--- src/rtl/uart_pkg.sv ---
// Shared types and constants for the UART receive path.
package uart_pkg;

    typedef enum logic [2:0] {IDLE, START, DATA, STOP, BREAK} rx_state_t;

    localparam int OVS        = 16;
    localparam int MID_SAMPLE = 7;

    // Rounded clocks-per-oversample-tick, never below 1.
    function automatic int baud_div(input int clkHz, input int baud);
        int divisor;
        divisor = (clkHz + (OVS / 2) * baud) / (OVS * baud);
        return (divisor < 1) ? 1 : divisor;
    endfunction

endpackage

--- src/rtl/sync_fifo.sv ---
// Single-clock first-word-fall-through FIFO; pointers carry an extra wrap bit
// so full and empty are distinguished without a separate counter.
module sync_fifo #(
    parameter int WIDTH = 8,
    parameter int DEPTH = 8
) (
    input  logic                   clk,
    input  logic                   nReset,
    input  logic                   push,
    input  logic [WIDTH-1:0]       pushData,
    input  logic                   pop,
    output logic [WIDTH-1:0]       headData,
    output logic                   empty,
    output logic                   full,
    output logic [$clog2(DEPTH):0] count
);

    localparam int AW = $clog2(DEPTH);

    logic [AW:0]      wrPtr;
    logic [AW:0]      rdPtr;
    logic [WIDTH-1:0] mem [DEPTH];
    logic             doPush;
    logic             doPop;

    assign empty    = (wrPtr == rdPtr);
    assign full     = (wrPtr[AW] != rdPtr[AW]) && (wrPtr[AW-1:0] == rdPtr[AW-1:0]);
    assign count    = wrPtr - rdPtr;
    assign headData = mem[rdPtr[AW-1:0]];

    // A push into a full FIFO is dropped even when a pop happens in the same cycle.
    assign doPush = push && !full;
    assign doPop  = pop && !empty;

    // NOTE: sequential state uses non-blocking assignments so every flop samples
    // pre-edge values regardless of the order the always blocks are evaluated.
    always_ff @(posedge clk or negedge nReset) begin
        if (!nReset) begin
            wrPtr <= '0;
            rdPtr <= '0;
        end else begin
            if (doPush) wrPtr <= wrPtr + (AW+1)'(1);
            if (doPop)  rdPtr <= rdPtr + (AW+1)'(1);
        end
    end

    // NOTE: storage is deliberately left out of reset; contents are only
    // observable behind a valid pointer pair, and a reset here would block RAM inference.
    always_ff @(posedge clk) begin
        if (doPush) mem[wrPtr[AW-1:0]] <= pushData;
    end

endmodule

--- src/rtl/uart_rx_fifo.sv ---
// 8N1 UART receiver: rxd synchroniser, 16x oversampling tick, frame FSM,
// and a byte FIFO presented as a valid/ready stream.
module uart_rx_fifo
    import uart_pkg::*;
#(
    parameter int CLK_HZ     = 50000000,
    parameter int BAUD       = 115200,
    parameter int FIFO_DEPTH = 8
) (
    input  logic                          clk,
    input  logic                          nReset,
    input  logic                          rxd,
    output logic [7:0]                    m_data,
    output logic                          m_valid,
    input  logic                          m_ready,
    output logic [$clog2(FIFO_DEPTH):0]   fifo_count,
    output logic                          frame_err,
    output logic                          overrun
);

    localparam int DIV   = baud_div(CLK_HZ, BAUD);
    localparam int DIV_W = (DIV > 1) ? $clog2(DIV) : 1;

    rx_state_t        state;
    rx_state_t        stateNext;
    logic             rxMeta;
    logic             rxS;
    logic [DIV_W-1:0] divCnt;
    logic             tick;
    logic [3:0]       sampleCnt;
    logic [2:0]       bitIdx;
    logic [7:0]       shiftReg;
    logic             midBit;
    logic             bitEnd;
    logic             clrSample;
    logic             takeBit;
    logic             push;
    logic             frameErrNext;
    logic             overrunNext;
    logic             fifoEmpty;
    logic             fifoFull;

    assign tick   = (divCnt == DIV_W'(DIV - 1));
    assign midBit = tick && (sampleCnt == 4'(MID_SAMPLE));
    assign bitEnd = tick && (sampleCnt == 4'(OVS - 1));

    always_ff @(posedge clk or negedge nReset) begin
        if (!nReset) begin
            rxMeta <= 1'b1;
            rxS    <= 1'b1;
        end else begin
            rxMeta <= rxd;
            rxS    <= rxMeta;
        end
    end

    // The divider idles at zero so tick phase is locked to the detected start edge.
    always_ff @(posedge clk or negedge nReset) begin
        if (!nReset) begin
            divCnt    <= '0;
            sampleCnt <= '0;
            bitIdx    <= '0;
            shiftReg  <= '0;
        end else begin
            if (state == IDLE || tick) divCnt <= '0;
            else                       divCnt <= divCnt + DIV_W'(1);

            if (state == IDLE || clrSample) sampleCnt <= '0;
            else if (tick)                  sampleCnt <= sampleCnt + 4'd1;

            if (clrSample)    bitIdx <= '0;
            else if (takeBit) bitIdx <= bitIdx + 3'd1;

            if (takeBit) shiftReg <= {rxS, shiftReg[7:1]};
        end
    end

    always_ff @(posedge clk or negedge nReset) begin
        if (!nReset) begin
            state     <= IDLE;
            frame_err <= 1'b0;
            overrun   <= 1'b0;
        end else begin
            state     <= stateNext;
            frame_err <= frameErrNext;
            overrun   <= overrunNext;
        end
    end

    // NOTE: every output of this block gets a default first so no path leaves
    // a signal unassigned, which would otherwise infer a latch.
    always_comb begin
        stateNext    = state;
        clrSample    = 1'b0;
        takeBit      = 1'b0;
        push         = 1'b0;
        frameErrNext = 1'b0;
        overrunNext  = 1'b0;
        case (state)
            IDLE: begin
                if (!rxS) begin
                    stateNext = START;
                    clrSample = 1'b1;
                end
            end
            START: begin
                if (midBit) begin
                    clrSample = 1'b1;
                    stateNext = rxS ? IDLE : DATA;
                end
            end
            DATA: begin
                if (bitEnd) begin
                    takeBit = 1'b1;
                    if (bitIdx == 3'd7) stateNext = STOP;
                end
            end
            STOP: begin
                // Returning to IDLE at mid stop bit leaves half a bit to catch the next start edge.
                if (bitEnd) begin
                    if (rxS) begin
                        if (fifoFull) overrunNext = 1'b1;
                        else          push        = 1'b1;
                        stateNext = IDLE;
                    end else begin
                        frameErrNext = 1'b1;
                        stateNext    = BREAK;
                    end
                end
            end
            BREAK: begin
                if (tick && rxS) stateNext = IDLE;
            end
            default: stateNext = IDLE;
        endcase
    end

    sync_fifo #(
        .WIDTH (8),
        .DEPTH (FIFO_DEPTH)
    ) u_fifo (
        .clk      (clk),
        .nReset   (nReset),
        .push     (push),
        .pushData (shiftReg),
        .pop      (m_ready),
        .headData (m_data),
        .empty    (fifoEmpty),
        .full     (fifoFull),
        .count    (fifo_count)
    );

    assign m_valid = !fifoEmpty;

endmodule
--- config.mk ---
export PLATFORM = sky130hd
export DESIGN_NAME = uart_rx_fifo
export DESIGN_NICKNAME = d
export VERILOG_FILES = /design/src/rtl/uart_pkg.sv /design/src/rtl/sync_fifo.sv /design/src/rtl/uart_rx_fifo.sv
export SDC_FILE = /design/constraint.sdc
export NUM_CORES = 1
export LEC_CHECK = 0
export ABC_AREA = 1
export ABC_CLOCK_PERIOD_IN_PS = 2200
export BUFFER_PORTS_ARGS = -buffer_cell sky130_fd_sc_hd__buf_4
export CORE_MARGIN = 2
export CORE_UTILIZATION = 35
export CTS_CLUSTER_DIAMETER = 200
export DETAILED_ROUTE_END_ITERATION = 8
export REMOVE_ABC_BUFFERS = 1
export SETUP_SLACK_MARGIN = 0.1
export SYNTH_ARGS = -nofsm -noshare
export SYNTH_HDL_FRONTEND = slang
export SYNTH_SLANG_ARGS = --single-unit
--- constraint.sdc ---
create_clock -name clk -period 2.2 [get_ports clk]
set_input_delay 0.11 -clock clk [delete_from_list [all_inputs] [get_ports clk]]
set_output_delay 0.11 -clock clk [all_outputs]
set_load 0.03 [all_outputs]
==> results.toml, run 1 <==
[status]
status = "complete, no violations"

[global_route]
global_route.usage.total_pct = 14.7
grt_overflow = 0
grt_pass1_vias = 2846
grt_pass1_wl_um = 14600
grt_max_degree = 36
antenna_found_initial = 0

[routing]
vias = 2919
drtAntennaViolNets = 0
routed_wl_um = 9240
vias_per_cell = 4.84
first_pass_iters = 5
drc_errors = 0
wl_per_cell_um = 15.3
drtIter0Drc = 230

[critical_path]
critPathMaxStageDelay_ps = 380
path_common_cell = "nand2_1"
critical_path_class = "flop to primary output"
path_buf_inv = 3
start_kind = "flop"
crit_chain = "buf_6 -> inv_6 -> o21ai_0 -> o22ai_1 -> nand2_1 -> nand2_1 -> buf_4"
cp.required_ps = 2090
r2r_cells = 9
r2r_slack_ps = 250
cp.arrival_ps = 1890
crit_family = "buffers and inverters"
end_kind = "primary output"
path_depth = 7
cp_slowest_cell = "dfrtp_1"
cp_max_fo = 35

[clock_tree]
clk_latency_ps = 350
clockBufferDepth = 2
root_buffer = "clkbuf_16"
cts_tree = "done"
numClockSinks = 99
numCtsBuffers = 9
clk_pin_slew_ps = 70
htreeDepth = 3

[power_and_ir_drop]
leakage_uw = 0.00195
peakVddDrop_uv = 523
power.density_nw_per_um2 = 1100

[sta]
rsz0062_at_grt = "no"
min_period_ps = 2000
maxSlewHeadroom_pct = 69.7
fin_worst_skew_ps = 8.97
worst_pin_slew_ps = 455
slew_violations = 0
tns_ps = 0
fin_ws_ps = 198
setup_violations = 0
fin_crit_sh_pct = 91.0
hold-worst-slack_ps = 42.2
hold_viol = 0
max_freq_mhz = 500

[place]
dp_slack_ps = 204
numPortBuffers = 18
place_area_um2 = 4720
dp_cells = 582
place.gp.congestion = 0.932
hpwl_um = 6460

[yosys]
yosysTopAreaCell = "edfxtp_1"
ys_seq_area_share_pct = 64.7
syn_avg_cell_area_um2 = 11.0
synthTopCellsByArea = "edfxtp_1 (44%), dfrtp_1 (19%), nand2_1 (5.6%)"
ys_types = 36
synth_seq_cells = 99
synth_top_cell_area_share_pct = 44.4
syn_area_um2 = 4330
yosys_warnings = 0
synthCells = 393

[floorplanning]
start_util_pct = 35.9
coreArea_um2 = 12100
row_count = 40
io_pins = 19
die_w_um = 115
die_y_um = 115
die-area_um2 = 13300

[layout]
fin_cells = 603
fillers = 1118
antenna_cells = 0
area_delta_synth_final_pct = 18.8
final_nets = 445
post-route-cell-area_um2 = 5140
drive_above_1_share_pct = 18.6
layout_common_cells = "nand2_1 (65), edfxtp_1 (64), nor2_1 (57)"
mostFrequentLayoutCell = "nand2_1"

[run]
maxCapViolCount = 0

[min_path]
min_path_type = "input port to flop"
whs_path_depth = 3
[registers in the layout, indices dropped and copies added (netlist names)]
name and cells:
u_fifo.mem 64, state 3, frame_err 1, bitIdx 3, u_fifo.wrPtr 4, sampleCnt 4, rxMeta 1, shiftReg 8
u_fifo.rdPtr 4, rxS 1, divCnt 5, overrun 1
[synthesized netlist by cell type]
cell,count
nor3_2,1
o21ai_1,11
nand4_1,4
o21ai_2,3
o21ai_0,27
a21oi_2,4
a21oi_1,4
nand3_2,2
dfrtp_1,33
o22ai_1,16
dfstp_2,2
inv_1,22
nor3_4,1
fa_1,1
nor4_1,1
nand2_4,1
a21o_1,1
inv_4,1
xnor2_1,5
buf_2,1
buf_6,1
inv_2,7
ha_1,10
nor2_8,1
or2_1,1
nor2_1,58
or2_0,1
xor2_1,7
nor2_2,1
o31ai_1,1
nand3_1,22
nand2_2,3
clkbuf_1,8
edfxtp_1,64
nor3_1,2
nand2_1,65
[routing by layer]
layer / track usage [%] / routed length (µm)
met5: 0 / 0
met4: 3.86 / 75
met3: 4.11 / 401
met2: 24.6 / 4620
met1: 19.0 / 4150
[per-stage QoR]
step	power (µW)	utilization, %
final	5650	42.6
after global routing	5890	42.6
after CTS	5660	42.3
after detailed placement	3840	39.2
after global placement	3820	39.2
after floorplan	3160	-
[cells by family (layout without fill, tap and decap cells)]
kind of cell | count (synthesis) | count (layout) | share of synthesized area, %
flip-flops | 99 | 99 | 64.7
buffers and inverters | 40 | 82 | 3.73
adder cells (fa/ha/maj) | 11 | 11 | 3.35
XOR/XNOR | 12 | 12 | 2.43
AO/OA/AOI/OAI | 67 | 67 | 8.94
AND/OR/NAND/NOR | 164 | 164 | 16.8
[worst register-to-register path, stage by stage (launching register included)]
cell and delay [ps]:
dfrtp_1 410, inv_1 70, ha_1 150, nand2_2 100, nor2_8 120, nand2_2 90
inv_4 100, nand4_1 230, nor2_1 200, buf_4 200
[report_power, final]
| group | switching (µW) | internal [µW] |
|---|---|---|
| combinational | 1210 | 597 |
| clock | 686 | 1120 |
| sequential | 30.7 | 2000 |
| total | 1930 | 3720 |
[cell type report]
| class | count | area [µm²] | area share (%) |
|---|---|---|---|
| Timing Repair Buffer | 36 | 279 | 5.43 |
| Clock buffer | 9 | 225 | 4.38 |
| Multi-Input combinational cell | 254 | 1390 | 26.9 |
| Inverter | 30 | 120 | 2.34 |
| Clock inverter | 7 | 121 | 2.36 |
| Tap cell | 168 | 210 | 4.09 |
| Sequential cell | 99 | 2800 | 54.5 |
[worst paths after layout]
| kind | start | endpoint |
|---|---|---|
| min | m_ready | u_fifo.rdPtr[3] |
| max reg2reg | divCnt[0] | u_fifo.mem[0][0] |
| min reg2reg | rxMeta | rxS |
| min in group asynchronous | nReset | sampleCnt[2] |
| max in group asynchronous | nReset | rxS |
| max | u_fifo.rdPtr[0] | m_data[6] |
[repair_timing]
item                       CTS  global route
setup endpoints to repair    8            50
setup buffers                0             3
hold endpoints to repair    34             0
resized for setup            2             5
hold buffers                 2             0
pin swaps                    0             3
Note: power is estimated with default switching activity, not from simulation.
==> run 2, diff against run 1 <==
- ABC_CLOCK_PERIOD_IN_PS: 2200 -> 1700
- clock period: 2.2 -> 1.7 ns (I/O delays scaled with it)
==> run 2 against run 1 <==
Net effect: the run now ends with setup timing left; global-route usage up 1.3 points; flip-flop and latch count stayed put; sequential power rose by 31%; critical endpoint is now m_data[7].
==> results.toml, run 2 (synthesis results as in run 1) <==
[power_and_ir_drop]
peakVddDrop_uv = 614
leakage_uw = 0.00226
power.density_nw_per_um2 = 1430

[critical_path]
r2r_slack_ps = -140
crit_path_end = "m_data[7]"
path_buf_inv = 3
r2r-start = "u_fifo.rdPtr[1]"
cp.required_ps = 1620
cp_max_fo = 13
r2r-end = "u_fifo.mem[3][0]"
end_kind = "primary output"
crit_start = "u_fifo.rdPtr[0]"
crit_family = "flip-flops"
cp_slowest_cell = "dfrtp_2"
crit_chain = "buf_12 -> buf_12 -> o21ai_1 -> o22ai_2 -> nand2_1 -> nand2_1 -> buf_6"
cp.arrival_ps = 1760
critical_path_class = "flop to primary output"
start_kind = "flop"
path_depth = 7
critPathMaxStageDelay_ps = 450
r2r_cells = 7

[layout]
multiInputGateArea_um2 = 1730
drive_above_1_share_pct = 38.7
layout_common_cells = "edfxtp_1 (64), nand2_1 (59), buf_4 (50)"
fillers = 1050
post-route-util_pct = 49.4
largest_reg_flops = 64
area_delta_synth_final_pct = 37.7
seqCellArea_um2 = 2800
mostFrequentLayoutCell = "edfxtp_1"
final_nets = 486
antenna_cells = 0

[clock_tree]
numClockSinks = 99
numCtsBuffers = 9
htreeDepth = 3
cts_tree = "done"
clk_pin_slew_ps = 70
clockBufferDepth = 2
root_buffer = "clkbuf_16"
clk_latency_ps = 350

[min_path]
min_path_type = "input port to async pin"

[sta]
hold_viol = 0
setup_violations = 75
max_freq_mhz = 541
fin_worst_skew_ps = 8.14
rsz0062_at_grt = "yes"
fin_crit_sh_pct = 109
worst_pin_slew_ps = 472
min_period_ps = 1850
slew_violations = 0
maxSlewHeadroom_pct = 68.5
fin_ws_ps = -148

[place]
numPortBuffers = 18
place.gp.congestion = 0.910
hpwl_um = 6720
dp_slack_ps = -149

[routing]
drc_errors = 0
first_pass_iters = 4
vias_per_cell = 4.80
vias = 3089
drtIter0Drc = 217
routed_wl_um = 10400
wl_per_cell_um = 16.1
drtAntennaViolNets = 0

[global_route]
antenna_found_initial = 0
grt_overflow = 0
grt_pass1_vias = 3096
grt_pass1_wl_um = 16000
grt_max_degree = 36
global_route.usage.total_pct = 16.1

[floorplanning]
coreArea_um2 = 12100
row_count = 40
io_pins = 19
start_util_pct = 35.9
die_w_um = 115
die-area_um2 = 13300
die_y_um = 115

[status]
status = "complete, but fails checks"
failed_checks = "setup timing"

[run]
maxCapViolCount = 0
==> run 2: cell types whose count changed in the layout (fill, tap and decap cells not counted), moves of 9 or more <==
cell     change
buf_4       +17
buf_6       +14
o21ai_2     +15
nor2_4      +10
nor2_1      -19
nor2_2       +9
o21ai_0     -26
==> run 2: worst register-to-register path: cells and delay by family, from the launching register on <==
family        cells  cell delay (ps)
fa+ha+maj         1              200
buf+inv           2              290
flops             1              430
simple gates      4              630
==> run 2: what timing repair did <==
item | CTS | global route
hold endpoints to repair | 35 | 0
hold buffers | 3 | 0
endpoints found under the setup margin | 77 | 90
gates resized for setup | 61 | 86
gates cloned | 2 | 2
pin swaps | 29 | 43
setup buffers | 6 | 4
==> run 2: routing by layer <==
metal  vias to the layer above  wire (µm)  track usage [%]
met4                         0        133             4.66
met5                         -          0                0
met2                        71       5450             26.8
li1                       1512          -                -
met3                        13        620             4.38
met1                      1493       4170             20.6
==> run 2: stage by stage <==
step | std cells | TNS [ps] | area (µm²) | hold slack, ps | total power (µW)
after CTS | 638 | -8110 | 5560 | 235 | 7880
after global placement | 611 | -7180 | 4950 | 64.8 | 5120
after floorplan | 383 | -42750 | 4280 | -211 | 4090
after global routing | 644 | -13120 | 5960 | 276 | 8910
after detailed placement | 611 | -7990 | 4950 | 68.7 | 5150
final | 644 | -7210 | 5960 | 224 | 8540
==> run 2: power breakdown <==
part / internal, µW / switching [µW]
logic: 1690 / 2140
registers: 2600 / 60.5
clock network: 1180 / 874
==> run 2: how the worst min path moves through the flow <==
stage / from / to / slack (ps)
2_1_floorplan: nReset / bitIdx[0] / -210
3_3_place_gp: nReset / sampleCnt[3] / 60
3_5_place_dp: nReset / sampleCnt[2] / 70
4_1_cts: nReset / u_fifo.rdPtr[3] / 240
5_1_grt: nReset / u_fifo.rdPtr[3] / 280
6_report: nReset / u_fifo.rdPtr[3] / 220
==> run 2: area by class of cell <==
cell class / instances / share of cell area (%)
flip-flops and latches: 99 / 47.0
multi-input cells: 254 / 29.1
repair buffers: 77 / 13.1
clock buffers: 10 / 4.01
well taps: 168 / 3.53
inverters: 30 / 2.23
clock inverters: 6 / 1.07
